File: config.mk
export PLATFORM = sky130hd
export DESIGN_NAME = spectrum_bank_arbiter
export DESIGN_NICKNAME = d
export VERILOG_FILES = /design/src/rtl/spectrum_pkg.sv /design/src/rtl/spectrum_swap_fsm.sv /design/src/rtl/spectrum_bank_arbiter.sv
export SDC_FILE = /design/constraint.sdc
export NUM_CORES = 1
export LEC_CHECK = 0
export BUFFER_PORTS_ARGS = -buffer_cell sky130_fd_sc_hd__buf_2
export CORE_ASPECT_RATIO = 1.4
export CORE_MARGIN = 10
export CORE_UTILIZATION = 45
export CTS_BUF_LIST = sky130_fd_sc_hd__clkbuf_8
export CTS_CLUSTER_DIAMETER = 150
export DETAILED_ROUTE_END_ITERATION = 12
export HOLD_SLACK_MARGIN = 0.1
export PLACE_DENSITY = 0.84
export SYNTH_ARGS = -nofsm -noshare
export SYNTH_HDL_FRONTEND = slang
export SYNTH_HIERARCHICAL = 1
export SYNTH_SLANG_ARGS = --single-unit
File: constraint.sdc
create_clock -name inClock -period 4.7 [get_ports inClock]
set_input_delay 0.94 -clock inClock [delete_from_list [all_inputs] [get_ports inClock]]
set_output_delay 0.94 -clock inClock [all_outputs]
set_load 0.02 [all_outputs]
File: src/rtl/spectrum_pkg.sv
// Shared types and defaults for the spectrum bank arbiter.
// Swap-state encoding and width defaults live here.
package spectrum_pkg;

  localparam int ADDR_W_DEF = 9;
  localparam int DATA_W_DEF = 16;
  localparam int CNT_W_DEF  = 8;

  typedef enum logic {
    FILL  = 1'b0,
    READY = 1'b1
  } swapState_t;

endpackage

File: src/rtl/spectrum_swap_fsm.sv
// Front/back bank swap control.
// Swaps only on vertical-blank start; counts repeated frames.
module spectrum_swap_fsm
  import spectrum_pkg::*;
#(
  parameter int CNT_W = CNT_W_DEF
) (
  input  logic             inClock,
  input  logic             reset,
  input  logic             vBlankStart,
  input  logic             wrFrameDone,
  output swapState_t       state,
  output logic             dispBank,
  output logic [CNT_W-1:0] repeatCount
);

  localparam logic [CNT_W-1:0] ONE = CNT_W'(1);

  swapState_t       stateNext;
  logic             bankNext;
  logic [CNT_W-1:0] cntNext;

  always_ff @(posedge inClock or posedge reset) begin
    if (reset) begin
      state       <= FILL;
      dispBank    <= 1'b0;
      repeatCount <= '0;
    end else begin
      state       <= stateNext;
      dispBank    <= bankNext;
      repeatCount <= cntNext;
    end
  end

  always_comb begin
    stateNext = state;
    bankNext  = dispBank;
    cntNext   = repeatCount;
    unique case (state)
      FILL: begin
        // A frame finishing exactly at vblank swaps without a READY stop.
        if (wrFrameDone && vBlankStart) begin
          bankNext = ~dispBank;
        end else if (wrFrameDone) begin
          stateNext = READY;
        end else if (vBlankStart && repeatCount != '1) begin
          cntNext = repeatCount + ONE;
        end
      end
      READY: begin
        if (vBlankStart) begin
          bankNext  = ~dispBank;
          stateNext = FILL;
        end
      end
    endcase
  end

endmodule

File: src/rtl/spectrum_bank_arbiter.sv
// Single-port spectrum RAM shared by FFT writer and VGA reader.
// Reads always win; writes fill the back bank only while filling.
module spectrum_bank_arbiter
  import spectrum_pkg::*;
#(
  parameter int ADDR_W = ADDR_W_DEF,
  parameter int DATA_W = DATA_W_DEF,
  parameter int CNT_W  = CNT_W_DEF
) (
  input  logic              inClock,
  input  logic              reset,
  input  logic              vBlankStart,
  input  logic              wrReq,
  input  logic [ADDR_W-1:0] wrAddr,
  input  logic [DATA_W-1:0] wrData,
  output logic              wrAck,
  input  logic              wrFrameDone,
  input  logic              rdReq,
  input  logic [ADDR_W-1:0] rdAddr,
  output logic              rdValid,
  output logic [DATA_W-1:0] rdData,
  output logic [ADDR_W:0]   memAddr,
  output logic              memWe,
  output logic [DATA_W-1:0] memWData,
  input  logic [DATA_W-1:0] memRData,
  output logic              dispBank,
  output logic [CNT_W-1:0]  repeatCount
);

  swapState_t state;
  logic       rdPend;

  spectrum_swap_fsm #(
    .CNT_W(CNT_W)
  ) uSwap (
    .inClock    (inClock),
    .reset      (reset),
    .vBlankStart(vBlankStart),
    .wrFrameDone(wrFrameDone),
    .state      (state),
    .dispBank   (dispBank),
    .repeatCount(repeatCount)
  );

  assign wrAck  = wrReq & ~rdReq & (state == FILL);
  assign rdData = memRData;

  always_ff @(posedge inClock or posedge reset) begin
    if (reset) begin
      memAddr  <= '0;
      memWe    <= 1'b0;
      memWData <= '0;
      rdPend   <= 1'b0;
      rdValid  <= 1'b0;
    end else begin
      rdPend  <= rdReq;
      rdValid <= rdPend;
      memWe   <= wrAck;
      // Bank bit is frozen here, so an in-flight read ignores a swap.
      unique case (1'b1)
        rdReq: memAddr <= {dispBank, rdAddr};
        wrAck: begin
          memAddr  <= {~dispBank, wrAddr};
          memWData <= wrData;
        end
        default: ;
      endcase
    end
  end

endmodule

Word level (Yosys, flattened, before mapping). Cells that the tools add are included.

Word-level logic and storage cells: 32. Flip-flop bits (word level): 39.

Mux-type cells: 8. $add $sub $neg: 1. Reductions and logical operators: 5. Eq/ne operators: 3. Bitwise gates (word level): 7.

Operator list (count): one-hot mux 10 bit (2 select lines) (1); adder 8 x 1 -> 8 bit, second input constant (1); inequality test 8 bit, second input constant (1); two-way mux 1 bit (5); inverter 1 bit (5); one-hot mux 1 bit (2 select lines) (2); AND reduction 4 bit (1); AND 1 bit (2); logical AND 1 bit (2); inequality test 2 x 1 -> 1 bit, second input constant (1); inequality test 2 bit, second input constant (1); AND reduction 2 bit (1); nonzero test 2 bit (1).

Depth between registers and ports, before layout.
Depth after elaboration: 4. Gate-level depth with buffers: 4. Gate-level depth less buffers: 4.

Cells and area by module. Netlist, hierarchy kept.

By module, submodules not included: spectrum_bank_arbiter (seq. area each 725.7 sq um, area an instance 1406.3 sq um, cells each 111, times used 1); spectrum_swap_fsm (seq. area each 250.2 sq um, area an instance 505.5 sq um, cells each 44, times used 1).

Least setup slack after synthesis. Ideal clock, no wire load.

Kind: input port to output port. Start point: in rdReq. End point: out wrAck. Arrival: 1.519 ns. Cell stages on the path: 2. Slack: 2.241 ns. Buffers on the path: 1. Required time: 3.760 ns. Path through: nor3b_4 > buf_12.

Cells in the longest elaborated chain, start to end: 3.

Ends and longest elaborated chain: start: declaration (line spectrum_bank_arbiter.sv:18) `input logic rdReq,`; inverter 1 bit (line spectrum_bank_arbiter.sv:45) `assign wrAck = wrReq & ~rdReq & (state == FILL);`; AND 1 bit (2 in series) (line spectrum_bank_arbiter.sv:45); end: declaration (line spectrum_bank_arbiter.sv:16) `output logic wrAck,`.

Every way passes these cells.

Worst setup path after layout. Ends and elaborated chain as after synthesis.

==> flow_summary.toml <==
[floorplan]
die_w_um = 75.1
dieArea_mm2 = 0.00729
core_area_mm2 = 0.00417
row_count = 28
die-height_um = 97.1
io_pins = 110
start_util_pct = 45.9

[synth]
synthTopCellsByArea = "dfrtp_1, mux2_4, buf_4"
synth_top_family_by_area = "simple AND/OR/NAND/NOR gates"
synth-seq-cells = 39
synth_common_cells = "dfrtp_1, buf_4, inv_1"
avgSynthCellArea_um2 = 12.3
yosysMostFrequentCell = "dfrtp_1"
synth_fa_ha_area_share_pct = 0.654
synthXorXnorAreaFrac_pct = 1.83
yosysWarnings = 6
synth_nets = 212
seq_area_frac_synth_pct = 51.0
synth-compound-area-share_pct = 8.38
syn_area_mm2 = 0.00191
syn_inst = 155
synth_top_area_share_pct = 51.0
synth-simple-area-share_pct = 14.6
synth_edf_count = 0
synth.distinct_cells = 32
synthMuxAreaShare_pct = 12.4
synth_flop_cell = "dfrtp_1"
synth_top_area_cell = "dfrtp_1"
async_reset_ff_share_pct = 100

[run_status]
status = "finished, final reports clean"

[routing]
wire_per_inst_um = 16.6
drc = 0
ant_nets = 0
drt-initial-drc-count = 101
dr.pass1.iters = 4
avgViaCountPerCell = 5.34
vias = 1405
wl_mm = 4.37

[power_and_ir_drop]
finalPower_mw = 1.06
leakagePower_nw = 1.15
p_per_area_mw_per_mm2 = 458
ir_worst_vdd_mv = 0.265

[critical_path]
endpoint_kind = "output port"
critical_path_class = "input pin to output port"
critPathMaxFanout = 32
critPathRequiredTime_ps = 3760
critical_path.max_stage_delay_ps = 300
path_common_cell = "buf_2"
cp.arrival_ps = 1940
crit_path_cell_trace = "buf_2, nor3b_4, buf_4, buf_2"
critical-path-slowest-cell = "buf_4"
worstSetupStartpointType = "input pin"

[min_path]
hold_path.class = "flip-flop to flip-flop"

[finish]
stdcell_count = 263
syn_to_final_growth_pct = 20.8
drive_gt1_share_pct = 48.6
n_antenna_cell = 0
nets = 274

[clocking]
insertion_delay_ps = 290
cts_buffer_depth = 2
htreeDepth = 2
hold_buffers = 0
cts_sinks = 39
path_clk_slew_ps = 80
cts-buffers-inserted = 5
cts_tree = "built"
ctsResizeCount = 0
postCtsSetupBuffers = 0
root_buffer = "clkbuf_8"

[sta]
timing.final.ws_setup_ps = 1820
hold_viol_final = 0
setup_tns_ps = 0
period_share_pct = 61.4
hold_ws_ps = 353
setup_viol = 0
fin_crit_ps = 2880
max_freq_mhz = 347
skew_ps = 6.76
report.final.slew_viol_count = 0
rsz0062_at_grt = "no"
tightest_slew_ps = 1070
slew_headroom_pct = 28.8

[placement]
dp_slack_ps = 1820
io_buffers = 77
hpwl_mm = 3.34
place_inst = 255
place_congestion = 0.746

[global_route]
grt_pass1_wl_mm = 6.82
grt_max_degree = 33
antenna_found_initial = 0
grt_pass1_vias = 1387
overflow = 0
track_usage_pct = 11.9

[flow_run]
maxCapViolations = 0
==> final cells by class <==
cell class,count,area [µm²]
Clock inverter,3,43.8
Inverter,13,48.8
Tap cell,45,56.3
Multi-Input combinational cell,80,723
Fill cell,349,1860
Timing Repair Buffer,78,393
Clock buffer,5,68.8
Sequential cell,39,976
==> layout by cell type (no fill, tap or decap), drive strengths merged, types with 2 or more instances in the layout <==
master and instances:
o31ai 2, or4bb 9, inv 13, nor3b 2
xnor2 3, clkinv 2, o21ai 2, mux2 18
a211oi 2, a21oi 3, nand2 12, and4 2
nand3 3, o311ai 10, nor2 2, dfrtp 39
clkbuf 5, buf 78
==> kinds of logic (layout without fill, tap and decap cells) <==
logic type,Yosys count,count (layout)
AO/OA/AOI/OAI,21,21
XOR/XNOR,4,4
adder cells (fa/ha/maj),1,1
buffers and inverters,36,99
flip-flops,39,39
multiplexers,18,18
AND/OR/NAND/NOR,36,36
==> per-stage QoR <==
stage	util [%]	area (µm²)
after floorplan	-	1910
after global placement	52.7	2200
after detailed placement	52.7	2200
after CTS	55.4	2310
after global routing	55.4	2310
final	55.4	2310
==> routing by layer <==
metal | GRT usage, % | routed length (µm)
met1 | 12.8 | 1630
met2 | 19.2 | 2060
met3 | 5.42 | 580
met4 | 5.26 | 91
met5 | 0 | 0
==> power breakdown <==
| part | leakage (nW) | internal (mW) | switching (mW) | total [mW] |
|---|---|---|---|---|
| registers | 0.470 | 0.404 | 0.0629 | 0.467 |
| logic | 0.619 | 0.128 | 0.181 | 0.310 |
| clock network | 0.0581 | 0.158 | 0.122 | 0.280 |
==> worst max-delay path: cells and delay by family <==
kind / cells / cell delay, ps
buffers and inverters: 3 / 770
AND/OR/NAND/NOR: 1 / 230
==> final timing paths <==
kind	startpoint	cells after the start	slack (ps)	to
max in group asynchronous	reset	2	3140	memWData[5]
worst min register to register	rdPend	0	350	rdValid
worst min-delay path	rdPend	0	350	rdValid
min in group asynchronous	reset	2	630	uSwap/repeatCount[5]
worst max-delay path	rdReq	4	1820	wrAck
worst max register to register	uSwap/repeatCount[0]	4	3030	uSwap/repeatCount[1]
==> sequential cells by signal, indices dropped and copies added (netlist names) <==
name               flops
memWData              16
memAddr               10
uSwap/repeatCount      8
memWe                  1
rdPend                 1
rdValid                1
uSwap/dispBank         1
uSwap/state            1
Note: power is estimated with default switching activity, not from simulation.
